`config.mk`:
```
export PLATFORM = sky130hd
export DESIGN_NAME = block_streamer_flat
export DESIGN_NICKNAME = d
export VERILOG_FILES = /design/src/rtl/block_streamer_if.sv /design/src/rtl/block_streamer.sv /design/src/flat_wrapper.sv
export SDC_FILE = /design/constraint.sdc
export NUM_CORES = 1
export LEC_CHECK = 0
export BUFFER_PORTS_ARGS = -buffer_cell sky130_fd_sc_hd__buf_2
export CORE_MARGIN = 8
export CORE_UTILIZATION = 46
export DETAILED_ROUTE_END_ITERATION = 12
export GPL_ROUTABILITY_DRIVEN = 0
export PLACE_DENSITY = 0.78
export SKIP_CTS_REPAIR_TIMING = 1
export SLEW_MARGIN = 20
export SYNTH_ARGS = -nofsm -noshare
export SYNTH_HDL_FRONTEND = slang
export SYNTH_SLANG_ARGS = --single-unit
```
`constraint.sdc`:
```
create_clock -name clk -period 2.2 [get_ports clk]
set_input_delay 0.11 -clock clk [delete_from_list [all_inputs] [get_ports clk]]
set_output_delay 0.11 -clock clk [all_outputs]
set_load 0.02 [all_outputs]
```
`src/rtl/block_streamer_if.sv`:
```
// ---------------------------------------------------------------------------
// block_streamer_if
//   Valid/ready word stream leaving the block streamer.
//
//   Handshake: a word transfers on a rising clk edge where out_valid and
//   out_ready are both high. Once out_valid is raised, the master holds it
//   high and keeps out_data/out_last stable until that transfer happens.
//   out_ready may change freely; the master never feeds it combinationally
//   back into out_valid or out_data.
//
//   Signals
//     out_data  [WID-1:0]  word being presented
//     out_valid            word is valid
//     out_ready            consumer accepts the word
//     out_last             word is the final one of the block
//
//   Modports: master (block_streamer), slave (stream consumer).
// ---------------------------------------------------------------------------
interface block_streamer_if #(
  parameter int WID = 8
);
  logic [WID-1:0] out_data;
  logic           out_valid;
  logic           out_ready;
  logic           out_last;

  modport master (
    output out_data,
    output out_valid,
    output out_last,
    input  out_ready
  );

  modport slave (
    input  out_data,
    input  out_valid,
    input  out_last,
    output out_ready
  );
endinterface

```
`src/rtl/block_streamer.sv`:
```
// ---------------------------------------------------------------------------
// block_streamer
//   Drain stage behind the capture block buffer. Waits for the buffer to
//   report full (buf_ready low), walks its read port from address 0 to LEN-1
//   presenting each word on the stream interface, then pulses buf_clear for
//   one cycle so the next block can be captured.
//
//   Optional feature macro: STREAM_CHECKSUM_EN
//     When defined, a running (sum of words) mod 2^WID is sent as one extra
//     word after word LEN-1, and that word carries out_last.
//
//   Ports
//     clk        clock
//     reset      synchronous, active-high reset
//     buf_ready  buffer status: 1 = accepting writes, 0 = full
//     buf_data   buffer read data, combinational from rd_ptr
//     rd_ptr     buffer read address
//     buf_clear  one-cycle pulse to the buffer's synchronous reset
//     strm       stream interface (master): out_data/out_valid/out_last/out_ready
//     busy       high whenever the FSM is not IDLE
//     block_cnt  completed blocks, wraps at 2^16
//     dbg_state  current FSM state
// ---------------------------------------------------------------------------
module block_streamer #(
  parameter  int LEN      = 8,
  parameter  int WID      = 8,
  localparam int ADDR_WID = $clog2(LEN)
) (
  input  logic                clk,
  input  logic                reset,
  input  logic                buf_ready,
  input  logic [WID-1:0]      buf_data,
  output logic [ADDR_WID-1:0] rd_ptr,
  output logic                buf_clear,
  block_streamer_if.master    strm,
  output logic                busy,
  output logic [15:0]         block_cnt,
  output logic [1:0]          dbg_state
);

  typedef enum logic [1:0] {
    S_IDLE   = 2'd0,
    S_STREAM = 2'd1,
`ifdef STREAM_CHECKSUM_EN
    S_SUM    = 2'd2,
`endif
    S_CLEAR  = 2'd3
  } state_t;

  localparam logic [ADDR_WID-1:0] LAST_PTR = ADDR_WID'(LEN - 1);

  state_t              state_q, state_d;
  logic [ADDR_WID-1:0] rd_ptr_q, rd_ptr_d;
  logic [15:0]         block_cnt_q, block_cnt_d;
`ifdef STREAM_CHECKSUM_EN
  logic [WID-1:0]      sum_q, sum_d;
`endif

  logic                valid_w;
  logic                last_w;
  logic                clear_w;
  logic [WID-1:0]      data_w;

  always_ff @(posedge clk) begin
    if (reset) begin
      state_q     <= S_IDLE;
      rd_ptr_q    <= '0;
      block_cnt_q <= '0;
`ifdef STREAM_CHECKSUM_EN
      sum_q       <= '0;
`endif
    end else begin
      state_q     <= state_d;
      rd_ptr_q    <= rd_ptr_d;
      block_cnt_q <= block_cnt_d;
`ifdef STREAM_CHECKSUM_EN
      sum_q       <= sum_d;
`endif
    end
  end

  // Every output is decoded from state and registers only; out_ready steers
  // next-state logic but never reaches out_valid/out_data in the same cycle.
  always_comb begin
    state_d     = state_q;
    rd_ptr_d    = rd_ptr_q;
    block_cnt_d = block_cnt_q;
`ifdef STREAM_CHECKSUM_EN
    sum_d       = sum_q;
`endif
    valid_w     = 1'b0;
    last_w      = 1'b0;
    clear_w     = 1'b0;
    data_w      = '0;

    case (state_q)
      S_IDLE: begin
        rd_ptr_d = '0;
`ifdef STREAM_CHECKSUM_EN
        sum_d    = '0;
`endif
        if (!buf_ready) begin
          state_d = S_STREAM;
        end
      end

      S_STREAM: begin
        valid_w = 1'b1;
        data_w  = buf_data;
`ifndef STREAM_CHECKSUM_EN
        last_w  = (rd_ptr_q == LAST_PTR);
`endif
        // valid is always high here, so out_ready alone marks a handshake
        if (strm.out_ready) begin
`ifdef STREAM_CHECKSUM_EN
          sum_d = sum_q + buf_data;
`endif
          if (rd_ptr_q == LAST_PTR) begin
            rd_ptr_d = '0;
`ifdef STREAM_CHECKSUM_EN
            state_d  = S_SUM;
`else
            state_d  = S_CLEAR;
`endif
          end else begin
            rd_ptr_d = rd_ptr_q + 1'b1;
          end
        end
      end

`ifdef STREAM_CHECKSUM_EN
      S_SUM: begin
        valid_w = 1'b1;
        last_w  = 1'b1;
        data_w  = sum_q;
        if (strm.out_ready) begin
          state_d = S_CLEAR;
        end
      end
`endif

      S_CLEAR: begin
        // The buffer clears on the same edge that leaves this state, so
        // buf_ready is already high in the following IDLE cycle.
        clear_w     = 1'b1;
        block_cnt_d = block_cnt_q + 16'd1;
        state_d     = S_IDLE;
      end

      default: begin
        state_d = S_IDLE;
      end
    endcase
  end

  assign strm.out_valid = valid_w;
  assign strm.out_last  = last_w;
  assign strm.out_data  = data_w;
  assign rd_ptr         = rd_ptr_q;
  assign buf_clear      = clear_w;
  assign busy           = (state_q != S_IDLE);
  assign block_cnt      = block_cnt_q;
  assign dbg_state      = state_q;

endmodule

```
`src/flat_wrapper.sv`:
```
// flat-port wrapper written by rule: the top's interface ports become plain ports
module block_streamer_flat 
#(
  parameter  int LEN      = 8,
  parameter  int WID      = 8,
  localparam int ADDR_WID = $clog2(LEN)
)
  (clk, reset, buf_ready, buf_data, rd_ptr, buf_clear, busy, block_cnt, dbg_state, strm_out_data, strm_out_valid, strm_out_last, strm_out_ready);
  block_streamer_if #(.WID(WID)) strm_i ();
  input  logic clk;
  input  logic reset;
  input  logic buf_ready;
  input  logic [WID-1:0] buf_data;
  output logic [ADDR_WID-1:0] rd_ptr;
  output logic buf_clear;
  output logic busy;
  output logic [15:0] block_cnt;
  output logic [1:0] dbg_state;
  output wire logic [$bits(strm_i.out_data)-1:0] strm_out_data;
  output wire logic [$bits(strm_i.out_valid)-1:0] strm_out_valid;
  output wire logic [$bits(strm_i.out_last)-1:0] strm_out_last;
  input wire logic [$bits(strm_i.out_ready)-1:0] strm_out_ready;
  assign strm_out_data = strm_i.out_data;
  assign strm_out_valid = strm_i.out_valid;
  assign strm_out_last = strm_i.out_last;
  assign strm_i.out_ready = strm_out_ready;
  block_streamer #(.LEN(LEN), .WID(WID)) u_core (.clk(clk), .reset(reset), .buf_ready(buf_ready), .buf_data(buf_data), .rd_ptr(rd_ptr), .buf_clear(buf_clear), .strm(strm_i), .busy(busy), .block_cnt(block_cnt), .dbg_state(dbg_state));
endmodule
```
==> flow_metrics.tcl <==
set metrics [dict create \
    critPathCapture "strm_out_last" \
    reg2reg_slack_ns 0.39 \
    numPortBuffers 44 \
    endpoint_kind "primary output" \
    p_total_mw 0.633 \
    fin_setup_tns_ns 0 \
    relSlewSlack_pct 70.0 \
    grt_max_degree 25 \
    num_vias 964 \
    rows 17 \
    cts_tree "yes" \
    n_antenna_cell 0 \
    hpwlAfterDp_um 2040 \
    clk_latency_ns 0.30 \
    run_status "finished, final reports clean" \
    ios 45 \
    use_met2_pct 21.2 \
    grt.busiest_layer "met2" \
    fin_nets 180 \
    ys_types 31 \
    maxCapViolations 0 \
    grt_pass1_vias 988 \
    post_drt_wl_per_cell_um 13.3 \
    drc 0 \
    core-area_mm2 0.00219 \
    rsz0062_at_grt "no" \
    crit_start "u_core.dbg_state[0]" \
    syn_avg_cell_area_um2 8.73 \
    path_clk_slew_ns 0.11 \
    routed_wl_um 2560 \
    drt_pass1_iterations 4 \
    start_kind "flop" \
    seq_area_frac_synth_pct 40.1 \
    ant_nets 0 \
    worst_slew_pin_slew_ns 0.448 \
    drive_gt1_share_pct 34.1 \
    path_max_fanout 11 \
    die_x_um 63.7 \
    synth_area_mm2 0.00105 \
    crit_required_ns 2.09 \
    fin_skew_ns 0.00781 \
    grt_overflow 0 \
    period_share_pct 82.4 \
    dieArea_mm2 0.00406 \
    yosysWarnings 0 \
    slew_viol_final 0 \
    drt-initial-drc-count 39 \
    hold_viol 0 \
    p_leak_nw 0.637 \
    grtUsageMet3_pct 8.13 \
    syn_nets 135 \
    antenna_found_initial 0 \
    root_buffer "clkbuf_4" \
    dieHeight_um 63.7 \
    cts_sinks 21 \
    hold_class "in -> reg" \
    ir_worst_vdd_mv 0.371 \
    fmaxAchievable_mhz 552 \
    r2r-start "u_core.dbg_state[1]" \
    syn_inst 120 \
    area_growth_pct 25.9 \
    r2r-end "u_core.block_cnt[15]" \
    r2r_cells 4 \
    cts_max_level 1 \
    initial_core_util_pct 47.8 \
    period_needed_ns 1.81 \
    most-common-layout-cells "44 x buf_2, 21 x dfxtp_1, 16 x nor2_1" \
    clock_path_buffers 2 \
    final_common_cell "buf_2" \
    worstSetupPathType "reg -> out" \
    via_per_inst 5.02 \
    cts_buffers 3 \
    ys_ff_latch 21 \
    gr-usage-met1_pct 13.1 \
    cellPowerDensity_mw_per_mm2 480 \
    arrival_ns 1.70 \
    setup_violations 0 \
    grt_usage_pct 12.5 \
    grt_pass1_wl_um 4300 \
]
-- worst min path at each step --
stage | from | to | slack (ns) | cells after the start
floorplan | buf_ready | u_core.dbg_state[0] | 0.21 | 1
global placement | buf_ready | u_core.dbg_state[0] | 0.30 | 2
detailed placement | buf_ready | u_core.dbg_state[0] | 0.31 | 2
CTS | buf_ready | u_core.dbg_state[0] | -0.02 | 2
global route | strm_out_ready | u_core.dbg_state[1] | 0.14 | 2
finish | strm_out_ready | u_core.rd_ptr[2] | 0.12 | 3
-- Yosys cell counts, drive strengths merged --
library cell,count,area [µm²]
clkbuf,4,15.0
nor3,2,10.0
nand2b,1,6.26
and4,2,18.8
nand3b,1,7.51
dfxtp,21,420
nand3,8,52.6
o21ai,4,20.0
nor2b,4,25.0
nand4,4,25.0
and3b,1,8.76
buf,1,5.00
or2,1,6.26
xnor2,3,26.3
and2,10,62.6
or3,2,13.8
nor2,16,60.1
inv,3,11.3
and3,1,6.26
nor3b,1,12.5
nand2,7,26.3
a211oi,1,7.51
nor4b,2,32.5
a21oi,7,35.0
xor2,7,61.3
mux2,3,33.8
ha,3,37.5
-- sequential cells by signal (all words and copies together) (netlist names) --
register and count:
u_core.rd_ptr 3, u_core.dbg_state 2, u_core.block_cnt 16
-- through the flow --
stage               setup WS [ns]  utilization [%]  cells  hold WS [ns]  instance area, µm²
CTS                         0.368             59.7    191       -0.0231                1310
floorplan                   0.508                -    120         0.214                1050
global route                0.194             60.2    192         0.138                1320
global placement            0.473             58.5    187         0.305                1280
detailed placement          0.376             58.5    187         0.306                1280
finish                      0.387             60.2    192         0.121                1320
-- layer usage --
metal / up-vias / wire (µm)
met2: 40 / 1220
li1: 494 / -
met5: - / 0
met3: 0 / 273
met4: 0 / 0
met1: 430 / 1060
-- cell families after synthesis --
kind of cell | count (synthesis) | synth area share, %
compound gates | 12 | 5.97
xor+xnor | 10 | 8.36
buf+inv | 8 | 2.99
simple gates | 63 | 35.7
mux | 3 | 3.23
flops | 21 | 40.1
fa+ha+maj | 3 | 3.58
-- where the power goes --
group          internal [mW]  switching [mW]
logic                 0.0244          0.0379
clock network         0.0707           0.114
registers              0.382         0.00416
-- area by class of cell --
type / instances / area (µm²)
Clock buffer: 4 / 26.3
Fill cell: 210 / 872
Inverter: 3 / 11.3
Multi-Input combinational cell: 91 / 596
Sequential cell: 21 / 420
Tap cell: 28 / 35.0
Timing Repair Buffer: 45 / 230
-- worst max-delay path, cell delays in order (launching register included) --
cell	delay (ns)
dfxtp_1	0.51
inv_1	0.15
nor2_1	0.38
and2_1	0.21
buf_2	0.17
(Power assumes the default switching activity.)
